File: config.mk
export PLATFORM = sky130hd
export DESIGN_NAME = mult_seq_ovf_flat
export DESIGN_NICKNAME = d
export VERILOG_FILES = /design/src/rtl/mult_seq_ovf_if.sv /design/src/rtl/mult_seq_ovf.sv /design/src/flat_wrapper.sv
export SDC_FILE = /design/constraint.sdc
export NUM_CORES = 1
export LEC_CHECK = 0
export ABC_AREA = 1
export BUFFER_PORTS_ARGS = -buffer_cell sky130_fd_sc_hd__buf_2
export CAP_MARGIN = 20
export CORE_ASPECT_RATIO = 0.9
export CORE_MARGIN = 2
export CORE_UTILIZATION = 55
export CTS_BUF_LIST = sky130_fd_sc_hd__clkbuf_4 sky130_fd_sc_hd__clkbuf_8 sky130_fd_sc_hd__clkbuf_16
export CTS_CLUSTER_SIZE = 10
export DETAILED_ROUTE_END_ITERATION = 6
export PLACE_DENSITY_LB_ADDON = 0.2
export SYNTH_ARGS = -nofsm -noshare
export SYNTH_HDL_FRONTEND = slang
export SYNTH_SLANG_ARGS = --single-unit
File: constraint.sdc
create_clock -name clock -period 3.9 [get_ports clock]
set_clock_uncertainty 0.05 [all_clocks]
set_input_delay 0.39 -clock clock [delete_from_list [all_inputs] [get_ports clock]]
set_output_delay 0.39 -clock clock [all_outputs]
set_load 0.005 [all_outputs]
File: src/rtl/mult_seq_ovf_if.sv
// Handshake and data bundle for the sequential multiplier.
// The master drives the start strobe and operands; the slave returns the product and status.
interface mult_seq_ovf_if #(
  parameter int WIDTH = 32
);
  logic             ctrl_MULT;
  logic             mode_unsigned;
  logic [WIDTH-1:0] data_operandA;
  logic [WIDTH-1:0] data_operandB;
  logic [WIDTH-1:0] data_result;
  logic [WIDTH-1:0] data_result_hi;
  logic             data_exception;
  logic             data_resultRDY;
  logic             busy;

  modport master (
    output ctrl_MULT, mode_unsigned, data_operandA, data_operandB,
    input  data_result, data_result_hi, data_exception, data_resultRDY, busy
  );

  modport slave (
    input  ctrl_MULT, mode_unsigned, data_operandA, data_operandB,
    output data_result, data_result_hi, data_exception, data_resultRDY, busy
  );
endinterface

File: src/rtl/mult_seq_ovf.sv
// Multicycle radix-2 Booth multiplier with exact overflow detection.
// Operands are widened by one bit so a single signed recurrence handles both
// signed and unsigned modes. Latency is WIDTH+1 cycles from accept to ready.
module mult_seq_ovf #(
  parameter int WIDTH = 32,
  parameter int CNT_W = $clog2(WIDTH + 2)
) (
  input logic          clock,
  input logic          reset,
  mult_seq_ovf_if.slave bus
);

  typedef enum logic [1:0] {IDLE, RUN, DONE} state_t;

  state_t                  state;
  logic        [CNT_W-1:0] cnt;
  logic signed [WIDTH+1:0] acc;
  logic signed [WIDTH+1:0] mcand;
  logic        [WIDTH:0]   mult;
  logic                    q;
  logic                    mode;

  logic signed [WIDTH+1:0] acc_sum;
  logic signed [WIDTH+1:0] acc_n;
  logic        [WIDTH:0]   mult_n;
  logic                    q_n;
  logic      [2*WIDTH-1:0] prod;

  logic [WIDTH-1:0] res_lo;
  logic [WIDTH-1:0] res_hi;
  logic             res_exc;
  logic             res_rdy;
  logic             busy_r;

  // Widen an operand by one bit: zero-extend for unsigned, sign-extend for signed.
  function automatic logic [WIDTH:0] ext_op(input logic [WIDTH-1:0] v, input logic uns);
    return uns ? {1'b0, v} : {v[WIDTH-1], v};
  endfunction

  // Exact overflow: signed needs the top WIDTH+1 bits uniform; unsigned needs a zero high word.
  function automatic logic ovf_check(input logic [2*WIDTH-1:0] p, input logic uns);
    if (uns)
      return |p[2*WIDTH-1:WIDTH];
    else
      return (|p[2*WIDTH-1:WIDTH-1]) && !(&p[2*WIDTH-1:WIDTH-1]);
  endfunction

  // One Booth step (add/subtract/no-op on {mult[0], q}) followed by an arithmetic right shift.
  always_comb begin
    acc_sum = acc;
    case ({mult[0], q})
      2'b01:   acc_sum = acc + mcand;
      2'b10:   acc_sum = acc - mcand;
      default: acc_sum = acc;
    endcase
    acc_n  = {acc_sum[WIDTH+1], acc_sum[WIDTH+1:1]};
    mult_n = {acc_sum[0], mult[WIDTH:1]};
    q_n    = mult[0];
    prod   = {acc_n[WIDTH-2:0], mult_n};
  end

  // Control FSM and datapath registers; outputs are loaded on the final step edge.
  always_ff @(posedge clock) begin
    if (reset) begin
      state   <= IDLE;
      cnt     <= '0;
      acc     <= '0;
      mcand   <= '0;
      mult    <= '0;
      q       <= 1'b0;
      mode    <= 1'b0;
      res_lo  <= '0;
      res_hi  <= '0;
      res_exc <= 1'b0;
      res_rdy <= 1'b0;
      busy_r  <= 1'b0;
    end else begin
      res_rdy <= 1'b0;
      case (state)
        IDLE, DONE: begin
          if (bus.ctrl_MULT) begin
            logic [WIDTH:0] a_ext;
            a_ext  = ext_op(bus.data_operandA, bus.mode_unsigned);
            mcand  <= {a_ext[WIDTH], a_ext};
            mult   <= ext_op(bus.data_operandB, bus.mode_unsigned);
            mode   <= bus.mode_unsigned;
            acc    <= '0;
            q      <= 1'b0;
            cnt    <= '0;
            busy_r <= 1'b1;
            state  <= RUN;
          end else begin
            state <= IDLE;
          end
        end
        RUN: begin
          acc  <= acc_n;
          mult <= mult_n;
          q    <= q_n;
          cnt  <= cnt + CNT_W'(1);
          if (cnt == CNT_W'(WIDTH)) begin
            res_lo  <= prod[WIDTH-1:0];
            res_hi  <= prod[2*WIDTH-1:WIDTH];
            res_exc <= ovf_check(prod, mode);
            res_rdy <= 1'b1;
            busy_r  <= 1'b0;
            state   <= DONE;
          end
        end
        default: state <= IDLE;
      endcase
    end
  end

  assign bus.data_result    = res_lo;
  assign bus.data_result_hi = res_hi;
  assign bus.data_exception = res_exc;
  assign bus.data_resultRDY = res_rdy;
  assign bus.busy           = busy_r;

endmodule

File: src/flat_wrapper.sv
// flat-port wrapper written by rule: the top's interface ports become plain ports
module mult_seq_ovf_flat 
#(
  parameter int WIDTH = 32,
  parameter int CNT_W = $clog2(WIDTH + 2)
)
  (clock, reset, bus_ctrl_MULT, bus_mode_unsigned, bus_data_operandA, bus_data_operandB, bus_data_result, bus_data_result_hi, bus_data_exception, bus_data_resultRDY, bus_busy);
  mult_seq_ovf_if #(.WIDTH(WIDTH)) bus_i ();
  input logic clock;
  input logic reset;
  input wire logic [$bits(bus_i.ctrl_MULT)-1:0] bus_ctrl_MULT;
  input wire logic [$bits(bus_i.mode_unsigned)-1:0] bus_mode_unsigned;
  input wire logic [$bits(bus_i.data_operandA)-1:0] bus_data_operandA;
  input wire logic [$bits(bus_i.data_operandB)-1:0] bus_data_operandB;
  output wire logic [$bits(bus_i.data_result)-1:0] bus_data_result;
  output wire logic [$bits(bus_i.data_result_hi)-1:0] bus_data_result_hi;
  output wire logic [$bits(bus_i.data_exception)-1:0] bus_data_exception;
  output wire logic [$bits(bus_i.data_resultRDY)-1:0] bus_data_resultRDY;
  output wire logic [$bits(bus_i.busy)-1:0] bus_busy;
  assign bus_i.ctrl_MULT = bus_ctrl_MULT;
  assign bus_i.mode_unsigned = bus_mode_unsigned;
  assign bus_i.data_operandA = bus_data_operandA;
  assign bus_i.data_operandB = bus_data_operandB;
  assign bus_data_result = bus_i.data_result;
  assign bus_data_result_hi = bus_i.data_result_hi;
  assign bus_data_exception = bus_i.data_exception;
  assign bus_data_resultRDY = bus_i.data_resultRDY;
  assign bus_busy = bus_i.busy;
  mult_seq_ovf #(.WIDTH(WIDTH), .CNT_W(CNT_W)) u_core (.clock(clock), .reset(reset), .bus(bus_i));
endmodule
---- After elaboration in Yosys (flattened, before gate mapping) ----
Index checks and enable logic that the tools add are counted.
storage, ports and cells
  bits in registers ....................... 177
  output and inout port bits .............. 67
  word-level logic and storage cells ...... 55
cells by class
  bitwise gates (word level) .............. 1
  $add $sub $neg .......................... 3
  equal/unequal tests ..................... 7
  reduce and logical (&&, ||, !) cells .... 13
  muxes and demuxes ....................... 19
operators with widths
  operator                                                               count
  34-bit one-hot mux with 2 select lines                                 2
  33-bit two-way mux                                                     3
  33-bit one-hot mux with 2 select lines                                 1
  34-bit by 33-bit adder with 34-bit output                              1
  34-bit two-way mux                                                     1
  34-bit by 33-bit subtractor with 34-bit output                         1
  33-bit AND reduction                                                   1
  33-bit OR reduction                                                    1
  32-bit OR reduction                                                    1
  6-bit one-hot mux with 2 select lines                                  1
  6-bit by 1-bit adder with 6-bit output, second input constant          1
  6-bit equality test, second input constant                             1
  1-bit two-way mux                                                      6
  6-bit two-way mux                                                      1
  2-bit AND reduction                                                    3
  2-bit by 1-bit equality test with 1-bit output, second input constant  2
  2-bit equality test, second input constant                             2
  1-bit one-hot mux with 2 select lines                                  2
  2-bit one-hot mux with 2 select lines                                  1
  2-bit OR reduction                                                     2
  3-bit AND reduction                                                    1
  2-bit zero test                                                        1
  2-bit two-way mux                                                      1
  2-bit by 1-bit != test with 1-bit output, second input constant        1
  other kinds (5)                                                        5

---- Logic depth before layout (Yosys ltp) ----
  depth after elaboration ................. 6
  gate-level depth with buffers ........... 33
  depth with buffers taken out ............ 33

---- Worst setup path after synthesis ----
OpenSTA, ideal clock, no wires.
  kind .................................... register -> register
  start point ............................. register u_core.mcand[0]
  end point ............................... register u_core.res_exc, in the netlist u_core.bus.data_exception
  path buffers ............................ 0
  clock period less this slack ............ 3384 ps
  stages on the path, launching flop included .. 31
  path slack .............................. 516 ps
  data required time ...................... 3736 ps
  data arrival time ....................... 3220 ps
  cell sequence ........................... dfxtp_1 > inv_1 > ha_1 > nand3_1 > nor3_1 > inv_1 > nor3_2 > nand3_1 > nor2_1 > nand2_1 > nand2_1 > inv_2 > nor2_1 > o21ai_1 > xor2_1 > ha_1 > nand2_1 > nor2_2 > inv_1 > nor3_2 > nand3_1 > nand3_1 > nand2_1 > nand3_2 > nand2_1 > nor2_1 > nand2_1 > nor2_2 > nand3_1 > nand3_1 > nand2_1
on the way
  longest elaborated chain between the ends .. 6
  elaborated cells on any way between the ends .. 9
  classes of those cells .................. 2 x add/sub; 2 x mux; 5 x reduce/logical
RTL lines
  element                                                                                                             RTL line                                RTL
  start, declared                                                                                                     mult_seq_ovf.sv:18                      logic signed [WIDTH+1:0] mcand;
  start signal, assigned                                                                                              mult_seq_ovf.sv:84                      mcand <= {a_ext[WIDTH], a_ext};
  34-bit by 33-bit subtractor with 34-bit output / 34-bit by 33-bit adder with 34-bit output (equally long branches)  mult_seq_ovf.sv:53, mult_seq_ovf.sv:52
  34-bit one-hot mux with 2 select lines (*)                                                                          mult_seq_ovf.sv:51                      case ({mult[0], q})
  33-bit AND reduction                                                                                                mult_seq_ovf.sv:45                      return (|p[2*WIDTH-1:WIDTH-1]) && !(&p[2*WIDTH-1:WIDTH-1]);
  1-bit zero test                                                                                                     mult_seq_ovf.sv:45
  1-bit logical AND                                                                                                   mult_seq_ovf.sv:45
  1-bit two-way mux (*)                                                                                               mult_seq_ovf.sv:42                      if (uns)
  end signal, assigned                                                                                                mult_seq_ovf.sv:104                     res_exc <= ovf_check(prod, mode);
  end, declared                                                                                                       mult_seq_ovf.sv:31                      logic res_exc;
Mark *: on every way between the ends. The rest lies on a longest branch, timed or not.
A chain may end at the register's enable or synchronous reset.

---- Worst setup path in the final report ----
  start point ............................. register u_core.mcand[1]
  end point ............................... register u_core.res_exc, in the netlist u_core.bus.data_exception
Same word-level chain as after synthesis.

==> results.txt <==
drt via density -> 5.35
clock power share -> 34.6%
Placement Setup Slack -> -0.113 ns
worst hold path depth -> 3
FFs w/ async S/R, synth -> 0%
Fmax -> 0.251 GHz
final WL -> 31,600 um
sequential share of the synthesized area -> 34.3%
Setup crit start kind -> flop
failing checks -> setup timing
Hold Path Class -> input port to flop
Clock transition at path regs -> 0.08 ns
Synth cell types -> 43
drt drc -> 0
vias -> 10,600
cell taking the most area after synthesis -> dfxtp_1
initial antenna violation count -> 0
top-count cell post-synth -> nand2_1
Total Routing Usage GR -> 31.6%
Net Count, Synth -> 1,691
Hold Buf Count CTS -> 0
Flop pwr share -> 39.3%
Crit-path slowest cell -> dfxtp_2
r2r startpoint -> u_core.mcand[1]$_SDFFE_PP0P_
combinational power share -> 26.1%
Crit path required time -> 4.16 ns
Most used DFF post-synth -> dfxtp_1
CTS buffer count -> 17
vias in the first global route -> 9,599
RSZ-0062 raised after global routing -> true
sw frac -> 35.5%
IO Port Bufs -> 134
initial core utilization -> 56.0%
Worst slew margin -> 43.0%
area fraction of the dominant cell type after synthesis -> 34.3%
max-cap viol count -> 0
Clock Root Buffer -> clkbuf_16
core area -> 18,300 um2
PwrDens -> 398 nW/um2
Pwr Total -> 5010 uW
H-tree Lvls -> 4
delay of the slowest critical-path stage -> 0.33 ns
global-route wire length before repair -> 49,900 um
min-delay src -> bus_data_operandB[6]
area delta synth->final -> 22.4%
Synth Area per Inst -> 6.48 um2
# setup viols final -> 1
IO Pins -> 135
Die Y -> 134 um
layout cells sized above 1 -> 23.1%
Final Hold Vio Count -> 0
TritonRoute pass-1 iters -> 5
1st-iter DRT viols -> 857
cell internal pwr -> 3230 uW
Worst R2R End -> u_core.bus.data_exception$_SDFFE_PP0P_
nets -> 1,834
Leak Pwr -> 0.00603 uW
clk sink count -> 176
Final Critical Period -> 3.99 ns
Slew Viols, Final -> 0
pin count of the biggest net entering global routing -> 75
worst hold endpoint -> u_core.mult[6]$_SDFFE_PP0P_
Die Footprint -> 19,800 um2
placed cells -> 1,938
Worst Hold Slack -> 0.141 ns
Rows -> 47
TritonCTS clock tree -> yes
worst setup margin -> -0.0905 ns
status -> finished with violations
number of enable flip-flop cells after synthesis -> 0
YS warnings -> 0
Max Root-Sink Buffers -> 2
RePlAce Congestion -> 1.00
ANT nets after route -> 0
Tcrit/Tclk final -> 102%
most instantiated cells after synthesis -> nand2_1 (428), inv_1 (217), nor2_1 (183)
hpwl dp -> 23,300 um
Worst-Margin Slew -> 0.855 ns
top cells by area, synth -> dfxtp_1 (34%), nand2_1 (16%), inv_1 (7.9%)
crit end category -> flop
VDD IR max -> 0.000351 V
Setup CP Type -> flop to flop
die width -> 148 um
most frequent CP cell -> nand3_2
Switch Pwr -> 1770 uW
Worst R2R Path Depth -> 28
final cell count without fillers -> 1,986
critical path arrival -> 4.25 ns
grt total ovfl -> 0
#FFs+latches synth -> 176
routed len/inst -> 15.9 um
crit-path max FO -> 5
Post-Synthesis Cells -> 1,585
Mapped Area -> 10,300 um2
# diodes -> 0
reg2reg setup slack -> -0.09 ns
Worst-Skew Late Latency -> 0.43 ns
-- logic make-up after synthesis --
logic type | count (synthesis) | synth area share [%]
buffers and inverters | 289 | 10.7
XOR/XNOR | 35 | 2.99
AND/OR/NAND/NOR | 799 | 33.4
flip-flops | 176 | 34.3
adder cells (fa/ha/maj) | 38 | 4.70
AO/OA/AOI/OAI | 248 | 13.9
-- state kept, by name (all words and copies together) (netlist names) --
register and flops:
u_core.bus.data_exception 1, u_core.state 2, u_core.bus.data_result 32, u_core.q 1
u_core.bus.data_result_hi 32, u_core.mode 1, u_core.bus.busy 1, u_core.mult 33
u_core.mcand 33, u_core.acc 33, u_core.cnt 6, u_core.bus.data_resultRDY 1
-- repair_timing --
item                                    4_1_cts  5_1_grt
endpoints found under the setup margin        1       23
pin swaps                                     9       66
resized for setup                            22      114
setup buffers                                 3       11
-- placed cells by master, fill, tap and decap left out, types with 22 or more instances in the layout --
cell type and n:
nand2_1 398, inv_1 212, dfxtp_1 174, nor2_1 160, buf_2 134, o21ai_0 94
nand3_1 80, a21oi_1 69, buf_4 47, nand2_2 39, a221oi_1 31, ha_1 27
nand3_2 24, nor2_2 22, xor2_1 22
-- critical path: cells and delay by family, from the launching register on --
kind	cells	cell delay, ns
and+or+nand+nor	19	2.12
adders and majority gates	2	0.46
buffers and inverters	4	0.34
DFF	1	0.33
AOI/OAI and AO/OA	2	0.30
xor gates and xnor gates	1	0.27
-- power by group through the flow --
| stage | Combinational (uW) | Sequential, uW | Clock, uW |
|---|---|---|---|
| floorplan | 813 | 1980 | 0 |
| global placement | 1140 | 2000 | 0 |
| detailed placement | 1150 | 2000 | 0 |
| CTS | 1180 | 1960 | 1760 |
| global route | 1440 | 1970 | 1830 |
| finish | 1310 | 1960 | 1730 |
-- through the flow --
step / utilization [%] / area [um2] / TNS [ns]
floorplan: - / 10300 / 0
global placement: 61.4 / 11300 / -0.0430
detailed placement: 61.4 / 11300 / -0.113
CTS: 65.3 / 12000 / -0.00292
global route: 68.5 / 12600 / -1.06
finish: 68.5 / 12600 / -0.0905
-- routing by layer --
| metal | routed length, um | up-vias | global-route usage [%] |
|---|---|---|---|
| met3 | 2050 | 70 | 5.24 |
| met1 | 14300 | 4852 | 44.6 |
| li1 | - | 5330 | - |
| met2 | 13900 | 382 | 47.7 |
| met5 | 0 | - | 0 |
| met4 | 1390 | 0 | 13.8 |
-- worst max path at each step --
stage	start	to	slack (ns)	depth (start not counted)
global route	u_core.mcand[1]$_SDFFE_PP0P_	u_core.bus.data_exception$_SDFFE_PP0P_	-0.32	29
finish	u_core.mcand[1]$_SDFFE_PP0P_	u_core.bus.data_exception$_SDFFE_PP0P_	-0.09	28
floorplan	u_core.mcand[0]$_SDFFE_PP0P_	u_core.bus.data_exception$_SDFFE_PP0P_	0.52	30
detailed placement	u_core.mcand[0]$_SDFFE_PP0P_	u_core.bus.data_exception$_SDFFE_PP0P_	-0.11	30
global placement	u_core.mcand[0]$_SDFFE_PP0P_	u_core.bus.data_exception$_SDFFE_PP0P_	-0.04	30
CTS	u_core.mcand[0]$_SDFFE_PP0P_	u_core.bus.data_exception$_SDFFE_PP0P_	-0.003	30
-- layout make-up --
type,count,area (um2)
multi-input combinational,1120,6190
clock inverter,15,179
sequential,176,3530
inverter,229,862
clock buffer,17,425
tap,245,307
fill,1630,5780
timing repair buffer,184,1070
No activity file was read; power rests on OpenSTA's default activity.
